File: config.mk
export PLATFORM = sky130hd
export DESIGN_NAME = mem_access_ctrl
export DESIGN_NICKNAME = d
export VERILOG_FILES = /design/src/rtl/mem_pkg.sv /design/src/rtl/lsu_align.sv /design/src/rtl/mem_access_ctrl.sv
export SDC_FILE = /design/constraint.sdc
export NUM_CORES = 1
export LEC_CHECK = 0
export CAP_MARGIN = 5
export CORE_MARGIN = 2
export CORE_UTILIZATION = 47
export CTS_BUF_LIST = sky130_fd_sc_hd__clkbuf_8 sky130_fd_sc_hd__clkbuf_16
export CTS_CLUSTER_SIZE = 24
export DETAILED_ROUTE_END_ITERATION = 6
export HOLD_SLACK_MARGIN = 0.03
export PLACE_DENSITY = 0.88
export SKIP_LAST_GASP = 1
export SYNTH_ARGS = -nofsm -noshare
export SYNTH_HDL_FRONTEND = slang
export SYNTH_SLANG_ARGS = --single-unit
File: constraint.sdc
create_clock -name clk -period 3.6 [get_ports clk]
set_clock_uncertainty 0.15 [all_clocks]
set_input_delay 0.72 -clock clk [delete_from_list [all_inputs] [get_ports clk]]
set_output_delay 0.72 -clock clk [all_outputs]
set_load 0.02 [all_outputs]
File: src/rtl/mem_pkg.sv
// Shared definitions for the data-memory access sequencer: load/store size
// codes, FSM state encoding and request classification helpers.
package mem_pkg;

  localparam logic [2:0] LS_B  = 3'b000;
  localparam logic [2:0] LS_H  = 3'b001;
  localparam logic [2:0] LS_W  = 3'b010;
  localparam logic [2:0] LS_BU = 3'b100;
  localparam logic [2:0] LS_HU = 3'b101;

  typedef enum logic [1:0] {IDLE, REQ, WAIT, DONE} mem_state_e;

  // Stores have no unsigned variants; loads accept B/H/W/BU/HU.
  function automatic logic funct3_legal(input logic we, input logic [2:0] f);
    if (we) return (f == LS_B) || (f == LS_H) || (f == LS_W);
    return (f == LS_B) || (f == LS_H) || (f == LS_W) || (f == LS_BU) || (f == LS_HU);
  endfunction

  function automatic logic misaligned(input logic [2:0] f, input logic [1:0] a);
    return (((f == LS_H) || (f == LS_HU)) && a[0]) || ((f == LS_W) && (a != 2'b00));
  endfunction

  // Byte offset after forcing halfwords/words onto their natural boundary.
  function automatic logic [1:0] natural_off(input logic [2:0] f, input logic [1:0] a);
    case (f)
      LS_H, LS_HU: return {a[1], 1'b0};
      LS_W:        return 2'b00;
      default:     return a;
    endcase
  endfunction

endpackage

File: src/rtl/lsu_align.sv
// Combinational lane steering: store byte enables / replicated write data,
// and load right-shift with sign or zero extension.
module lsu_align
  import mem_pkg::*;
(
  input  logic [2:0]  store_funct3,
  input  logic [1:0]  store_off,
  input  logic [31:0] store_data,
  output logic [3:0]  be,
  output logic [31:0] wdata,
  input  logic [2:0]  load_funct3,
  input  logic [1:0]  load_off,
  input  logic [31:0] load_word,
  output logic [31:0] load_data
);

  logic [31:0] shifted;

  always_comb begin
    be    = 4'hF;
    wdata = store_data;
    case (store_funct3)
      LS_B: begin
        be    = 4'b0001 << store_off;
        wdata = {4{store_data[7:0]}};
      end
      LS_H: begin
        be    = 4'b0011 << {store_off[1], 1'b0};
        wdata = {2{store_data[15:0]}};
      end
      default: begin
        be    = 4'hF;
        wdata = store_data;
      end
    endcase
  end

  assign shifted = load_word >> {load_off, 3'b000};

  always_comb begin
    load_data = shifted;
    case (load_funct3)
      LS_B:    load_data = {{24{shifted[7]}}, shifted[7:0]};
      LS_BU:   load_data = {24'h0, shifted[7:0]};
      LS_H:    load_data = {{16{shifted[15]}}, shifted[15:0]};
      LS_HU:   load_data = {16'h0, shifted[15:0]};
      default: load_data = shifted;
    endcase
  end

endmodule

File: src/rtl/mem_access_ctrl.sv
// Turns a single-cycle load/store request into a dmem req/gnt/rvalid transaction,
// stalling the pipeline until done. Define MEM_MISALIGN_TRAP_EN to abort
// misaligned H/W accesses with an error instead of forcing natural alignment.
module mem_access_ctrl
  import mem_pkg::*;
#(
  parameter int unsigned TIMEOUT_CYCLES = 255
) (
  input  logic        clk,
  input  logic        rst,
  input  logic        req_valid,
  input  logic        req_we,
  input  logic [2:0]  req_funct3,
  input  logic [31:0] req_addr,
  input  logic [31:0] req_wdata,
  output logic        stall,
  output logic        rsp_valid,
  output logic        rsp_err,
  output logic [31:0] rsp_rdata,
  output logic        dmem_req,
  output logic        dmem_we,
  output logic [31:0] dmem_addr,
  output logic [31:0] dmem_wdata,
  output logic [3:0]  dmem_be,
  input  logic        dmem_gnt,
  input  logic        dmem_rvalid,
  input  logic [31:0] dmem_rdata
);

  localparam int unsigned CNT_W = $clog2(TIMEOUT_CYCLES + 1);

  mem_state_e       state;
  logic [CNT_W-1:0] cnt;
  logic [CNT_W-1:0] cnt_inc;
  logic             timeout;
  logic             lat_we;
  logic [2:0]       lat_funct3;
  logic [1:0]       lat_off;
  logic [1:0]       req_off;
  logic             trap;
  logic [3:0]       st_be;
  logic [31:0]      st_wdata;
  logic [31:0]      ld_data;

`ifdef MEM_MISALIGN_TRAP_EN
  assign req_off = req_addr[1:0];
  assign trap    = ~funct3_legal(req_we, req_funct3) | misaligned(req_funct3, req_addr[1:0]);
`else
  assign req_off = natural_off(req_funct3, req_addr[1:0]);
  assign trap    = ~funct3_legal(req_we, req_funct3);
`endif

  assign cnt_inc = cnt + CNT_W'(1);
  assign timeout = (cnt_inc == CNT_W'(TIMEOUT_CYCLES));

  // Combinational so the requesting instruction is held in its first cycle.
  assign stall = ~rst & (((state == IDLE) & req_valid) | (state == REQ) | (state == WAIT));

  lsu_align u_align (
    .store_funct3 (req_funct3),
    .store_off    (req_off),
    .store_data   (req_wdata),
    .be           (st_be),
    .wdata        (st_wdata),
    .load_funct3  (lat_funct3),
    .load_off     (lat_off),
    .load_word    (dmem_rdata),
    .load_data    (ld_data)
  );

  always_ff @(posedge clk) begin
    if (rst) begin
      state      <= IDLE;
      cnt        <= '0;
      lat_we     <= 1'b0;
      lat_funct3 <= 3'b000;
      lat_off    <= 2'b00;
      rsp_valid  <= 1'b0;
      rsp_err    <= 1'b0;
      rsp_rdata  <= '0;
      dmem_req   <= 1'b0;
      dmem_we    <= 1'b0;
      dmem_addr  <= '0;
      dmem_wdata <= '0;
      dmem_be    <= '0;
    end else begin
      rsp_valid <= 1'b0;
      rsp_err   <= 1'b0;
      rsp_rdata <= '0;
      case (state)
        IDLE: begin
          cnt <= '0;
          if (req_valid) begin
            lat_we     <= req_we;
            lat_funct3 <= req_funct3;
            lat_off    <= req_off;
            if (trap) begin
              state     <= DONE;
              rsp_valid <= 1'b1;
              rsp_err   <= 1'b1;
            end else begin
              state      <= REQ;
              dmem_req   <= 1'b1;
              dmem_we    <= req_we;
              dmem_addr  <= {req_addr[31:2], 2'b00};
              dmem_be    <= st_be;
              dmem_wdata <= st_wdata;
            end
          end
        end
        REQ: begin
          cnt <= cnt_inc;
          if (dmem_gnt && lat_we) begin
            state     <= DONE;
            dmem_req  <= 1'b0;
            dmem_we   <= 1'b0;
            rsp_valid <= 1'b1;
          end else if (timeout) begin
            state     <= DONE;
            dmem_req  <= 1'b0;
            dmem_we   <= 1'b0;
            rsp_valid <= 1'b1;
            rsp_err   <= 1'b1;
          end else if (dmem_gnt) begin
            state    <= WAIT;
            dmem_req <= 1'b0;
          end
        end
        WAIT: begin
          cnt <= cnt_inc;
          // A response on the final budgeted cycle still completes normally.
          if (dmem_rvalid) begin
            state     <= DONE;
            rsp_valid <= 1'b1;
            rsp_rdata <= ld_data;
          end else if (timeout) begin
            state     <= DONE;
            rsp_valid <= 1'b1;
            rsp_err   <= 1'b1;
          end
        end
        DONE: state <= IDLE;
        default: state <= IDLE;
      endcase
    end
  end

endmodule
* After elaboration in Yosys (flattened, before gate mapping)
Cells that the tools add are included.
Widths: inputs -> output; s select.
** Word-level totals
- Output and inout port bits :: 105
- Logic and storage cells :: 94
- Register bits :: 118
** Cells by class
- Equal/unequal tests :: 16
- Bitwise gates (word level) :: 7
- Muxes and demuxes :: 36
- $add $sub $neg :: 1
- Shift-type cells :: 3
- Reductions and logical operators :: 18
** Operator list (number)
- $pmux 32 s4 :: 1
- $pmux 32 s2 :: 1
- $shr 32x5->32 :: 1
- $mux 1 :: 19
- $pmux 8 s2 :: 1
- $mux 2 :: 7
- $eq 3x3->1 const B :: 4
- $add 8x1->8 const B :: 1
- $eq 8x8->1 const B :: 1
- $pmux 2 s4 :: 1
- $pmux 4 s2 :: 1
- $reduce_and 4->1 :: 2
- $eq 3x1->1 const B :: 2
- $logic_not 3->1 :: 2
- $pmux 1 s3 :: 2
- $reduce_and 3->1 :: 2
- $eq 2x2->1 const B :: 2
- $logic_or 1x1->1 :: 4
- $ne 2x2->1 const B :: 2
- $ne 4x3->1 const B :: 1
- $pmux 1 s2 :: 2
- $pmux 2 s2 :: 1
- $reduce_bool 2->1 :: 2
- $reduce_or 2->1 :: 2
- 13 further kinds :: 17

* Longest topological paths before layout
- Depth in word-level cells :: 9
- Gate-level depth with buffers :: 11
- Depth with buffers taken out :: 7

* Hierarchy
From an unflattened synthesis, not the netlist that was laid out.
** Second synthesis, totals
- Cells, all modules :: 689
- Area total of the unflattened synthesis :: 5501.5 um2
** Modules (own cells, without submodules)
- mem_access_ctrl :: seq. area each 2362.3 um2, area each 4352.9 um2, cells an instance 522, times used 1
- lsu_align :: seq. area each 0.0 um2, area each 1148.6 um2, cells an instance 167, times used 1

* Worst setup path before layout
No wires, ideal clock.
- Path type :: input to output
- Start :: in rst
- End :: out stall
- Buffers on the path :: 2
- Setup slack :: 1.297 ns
- Data arrival time :: 1.433 ns
- Stages :: 3
- Cells stage by stage :: clkbuf_1 clkbuf_1 a21oi_1
** On the way
- Longest elaborated chain between the ends :: 2
** RTL lines
- start: declaration :: RTL line mem_access_ctrl.sv:10 : input logic rst,
- $not 1->1 :: RTL line mem_access_ctrl.sv:57 : assign stall = ~rst & (((state == IDLE) & req_valid) | (state == REQ) | (state == WAIT));
- $and 1x1->1 :: RTL line mem_access_ctrl.sv:57
- end: declaration :: RTL line mem_access_ctrl.sv:16 : output logic stall,
No other way between the ends.

* Worst setup path after layout
- Start :: reg state[0]
- End :: out stall
** On the way
- Longest elaborated chain between the ends :: 5
- Elaborated cells on any way between the ends :: 7
- Those cells by class :: eq/ne (2); bitwise (4); reduce/logical (1)
** RTL lines
- start: declaration :: RTL line mem_access_ctrl.sv:32 : mem_state_e state;
- start signal: assignment :: RTL line mem_access_ctrl.sv:73 : state <= IDLE;
- start signal: assignment :: RTL line mem_access_ctrl.sv:98 : state <= DONE;
- start signal: assignment :: RTL line mem_access_ctrl.sv:102 : state <= REQ;
- $logic_not 2->1 :: RTL line mem_access_ctrl.sv:57
- $and 1x1->1 :: RTL line mem_access_ctrl.sv:57
- $or 1x1->1 :: RTL line mem_access_ctrl.sv:57
- $or 1x1->1 (*) :: RTL line mem_access_ctrl.sv:57
- $and 1x1->1 (*) :: RTL line mem_access_ctrl.sv:57
Mark *: on every way between the ends. The rest lies on a longest branch, timed or not.

==> impl_metrics.json <==
{
  "maxCapViolCount": 0,
  "final-max-slew-violation-count": 0,
  "syn_to_final_growth_pct": 52.8,
  "via_per_inst": 5.55,
  "reg2reg_depth": 6,
  "multi_input_area_um2": 2590,
  "hold_depth": 2,
  "peakVddDrop_mv": 0.359,
  "syn_area_um2": 5190,
  "fillers": 781,
  "drc": 0,
  "cellPowerDensity_nw_per_um2": 608,
  "gp_routability_congestion": 0.889,
  "combPwrFrac": 0.302,
  "critical_path_peak_fanout": 7,
  "ant_nets": 0,
  "final-seq-area_um2": 2360,
  "grt_use_total": 0.280,
  "worstPathCellList": "inv_1 -> ha_1 -> nand2_1 -> a21oi_1 -> clkdlybuf4s50_1",
  "fmax_mhz": 319,
  "firstDrtPassIters": 5,
  "setup_viol": 0,
  "cts_num_sinks": 118,
  "synth-main-ff-cell": "dfxtp_1",
  "portBuffers": 207,
  "status": "complete, no violations",
  "drive_gt1_frac": 0.0776,
  "p_int_mw": 3.30,
  "grt_max_degree": 89,
  "synthArstFlopShare": 0,
  "die_h_um": 109,
  "stdcell_area_um2": 7930,
  "crit_required_ns": 2.73,
  "slew_headroom": 0.391,
  "worstHoldPathType": "flop to flop",
  "antenna_found_initial": 0,
  "numCtsBuffers": 17,
  "core_um2": 10800,
  "worst_pin_slew_ns": 0.914,
  "grt_pass1_vias": 5438,
  "die_width_um": 109,
  "clk_pin_slew_ns": 0.06,
  "cts_hold_buffers": 0,
  "crit_type": "flop to output port",
  "grt-ovfl-total": 0,
  "yosys_warnings": 0,
  "synth-edff-count": 0,
  "start_util": 0.481,
  "netSwitchingPower_mw": 1.52,
  "slowest_stage": "clkdlybuf4s50_1",
  "cts_max_path_buffers": 2,
  "start_kind": "flop",
  "final_nets": 936,
  "clkPwrFrac": 0.371,
  "finalSetupTns_ns": 0,
  "timing.hold.ws_ns": 0.305,
  "switching_share": 0.316,
  "num_io_pins": 210,
  "ys_ff_latch": 118,
  "rows": 38,
  "syn-instance-count": 640,
  "leakagePower_nw": 2.86,
  "p_total_mw": 4.83,
  "drt_iter0_markers": 332,
  "synth_cell_types": 47,
  "cts_root_buffer": "clkbuf_8",
  "clock_latency_ns": 0.51,
  "pwr-share-seq": 0.326,
  "place_area_um2": 7300,
  "dp_hpwl_mm": 11.5,
  "cts_tree": "done",
  "crit_path_end_kind": "output port",
  "num_vias": 5429,
  "drt-total-wl_mm": 16.6,
  "routedWlPerCell_um": 17.0,
  "ys_seq_area_frac": 0.455,
  "arrival_ns": 2.27,
  "htree_levels": 4,
  "cts_setup_buffers": 0,
  "die-area_um2": 11900,
  "period_needed_ns": 3.14,
  "avgSynthCellArea_um2": 8.11,
  "grt_pass1_wl_mm": 25.9,
  "diodes": 0,
  "ctsResizeCount": 0,
  "cpPeakStageDelay_ns": 0.64,
  "rsz0062_at_grt": "no",
  "min_period_over_period": 0.872,
  "hold_violations": 0
}
cells in the final DEF, fill, tap and decap left out, types with 2 or more instances in the layout:
cell type,instances
or3_1,2
o211ai_1,10
clkinv_2,5
conb_1,2
bufinv_16,5
and2_1,3
nand3_2,2
a21oi_1,91
o21ai_0,27
nor2b_1,8
buf_4,8
nand3_1,5
clkbuf_16,16
a211oi_1,18
mux2i_1,34
nand2_1,159
dfxtp_1,118
ha_1,6
a311oi_1,12
clkdlybuf4s50_1,206
clkbuf_8,3
mux2_2,9
a21o_2,2
nor3_1,2
nand2b_1,3
nor2_1,47
inv_1,10
o2bb2ai_1,2
worst paths after layout:
| path | startpoint | to | slack [ns] |
|---|---|---|---|
| worst max-delay path | state[0] | stall | 0.46 |
| worst min-delay path | dmem_wdata[2] | dmem_wdata[2] | 0.31 |
| worst max register to register | lat_off[0] | rsp_rdata[25] | 1.00 |
| worst min register to register | dmem_wdata[2] | dmem_wdata[2] | 0.31 |
cell usage after synthesis, types with 2 or more instances:
| cell | n | share of area |
|---|---|---|
| a211oi_1 | 18 | 0.026 |
| a21o_2 | 2 | 0.0034 |
| a21oi_1 | 91 | 0.088 |
| a311oi_1 | 12 | 0.020 |
| and2_1 | 3 | 0.0036 |
| buf_1 | 3 | 0.0022 |
| buf_2 | 16 | 0.015 |
| buf_4 | 2 | 0.0029 |
| clkbuf_1 | 30 | 0.022 |
| dfxtp_1 | 118 | 0.46 |
| ha_1 | 6 | 0.014 |
| inv_1 | 7 | 0.0051 |
| mux2_2 | 9 | 0.020 |
| mux2i_1 | 34 | 0.066 |
| nand2_1 | 159 | 0.11 |
| nand2b_1 | 3 | 0.0036 |
| nand3_1 | 6 | 0.0058 |
| nor2_1 | 47 | 0.034 |
| nor2b_1 | 8 | 0.0096 |
| nor3_1 | 2 | 0.0019 |
| o211ai_1 | 10 | 0.014 |
| o21ai_0 | 27 | 0.026 |
| o2bb2ai_1 | 2 | 0.0034 |
| or3_1 | 2 | 0.0024 |
power by group through the flow:
| stage | Sequential (mW) | Combinational (mW) | Clock [mW] |
|---|---|---|---|
| finish | 1.58 | 1.46 | 1.79 |
| global route | 1.59 | 1.58 | 1.87 |
| CTS | 1.57 | 1.45 | 1.81 |
| detailed placement | 1.60 | 1.43 | 0 |
| global placement | 1.59 | 1.39 | 0 |
| floorplan | 1.73 | 0.727 | 0 |
through the flow:
| stage | setup WS, ns | util | cells |
|---|---|---|---|
| 2_1_floorplan | 1.30 | - | 641 |
| 3_3_place_gp | 0.604 | 0.677 | 946 |
| 3_5_place_dp | 0.633 | 0.677 | 946 |
| 4_1_cts | 0.452 | 0.735 | 978 |
| 5_1_grt | 0.338 | 0.735 | 978 |
| 6_report | 0.462 | 0.735 | 978 |
critical path, delay by kind of cell (launching register included):
| family | cells | cell delay, ns |
|---|---|---|
| compound gates | 1 | 0.16 |
| buf+inv | 2 | 0.78 |
| simple gates | 1 | 0.14 |
| flops | 1 | 0.35 |
| fa+ha+maj | 1 | 0.32 |
kinds of logic after synthesis:
family	count (synthesis)	synth area share
compound gates	172	0.201
buf+inv	58	0.0472
mux	43	0.0851
simple gates	241	0.195
xor+xnor	1	0.00169
other cells	1	0.000722
fa+ha+maj	6	0.0145
flops	118	0.455
routing by layer:
| metal | global-route usage | vias to the layer above | part of all wire |
|---|---|---|---|
| met5 | 0 | - | 0 |
| met4 | 0.124 | 0 | 0.029 |
| met3 | 0.118 | 49 | 0.11 |
| met2 | 0.472 | 259 | 0.50 |
| met1 | 0.307 | 2552 | 0.37 |
| li1 | - | 2569 | - |
layout make-up:
class                      count  area share
clock buffer                  19      0.0557
clock inverter                13      0.0235
inverter                       7     0.00331
multi-input combinational    465       0.327
sequential                   118       0.298
tap                          140      0.0221
timing repair buffer         216       0.271
state kept, by name (all words and copies together) (netlist names):
register and count:
lat_we 1, cnt 8, state 2, dmem_wdata 32, lat_off 2, dmem_addr 30, rsp_err 1, rsp_valid 1
lat_funct3 3, dmem_be 4, rsp_rdata 32, dmem_we 1, dmem_req 1
Power figures use the tool's default switching activity.
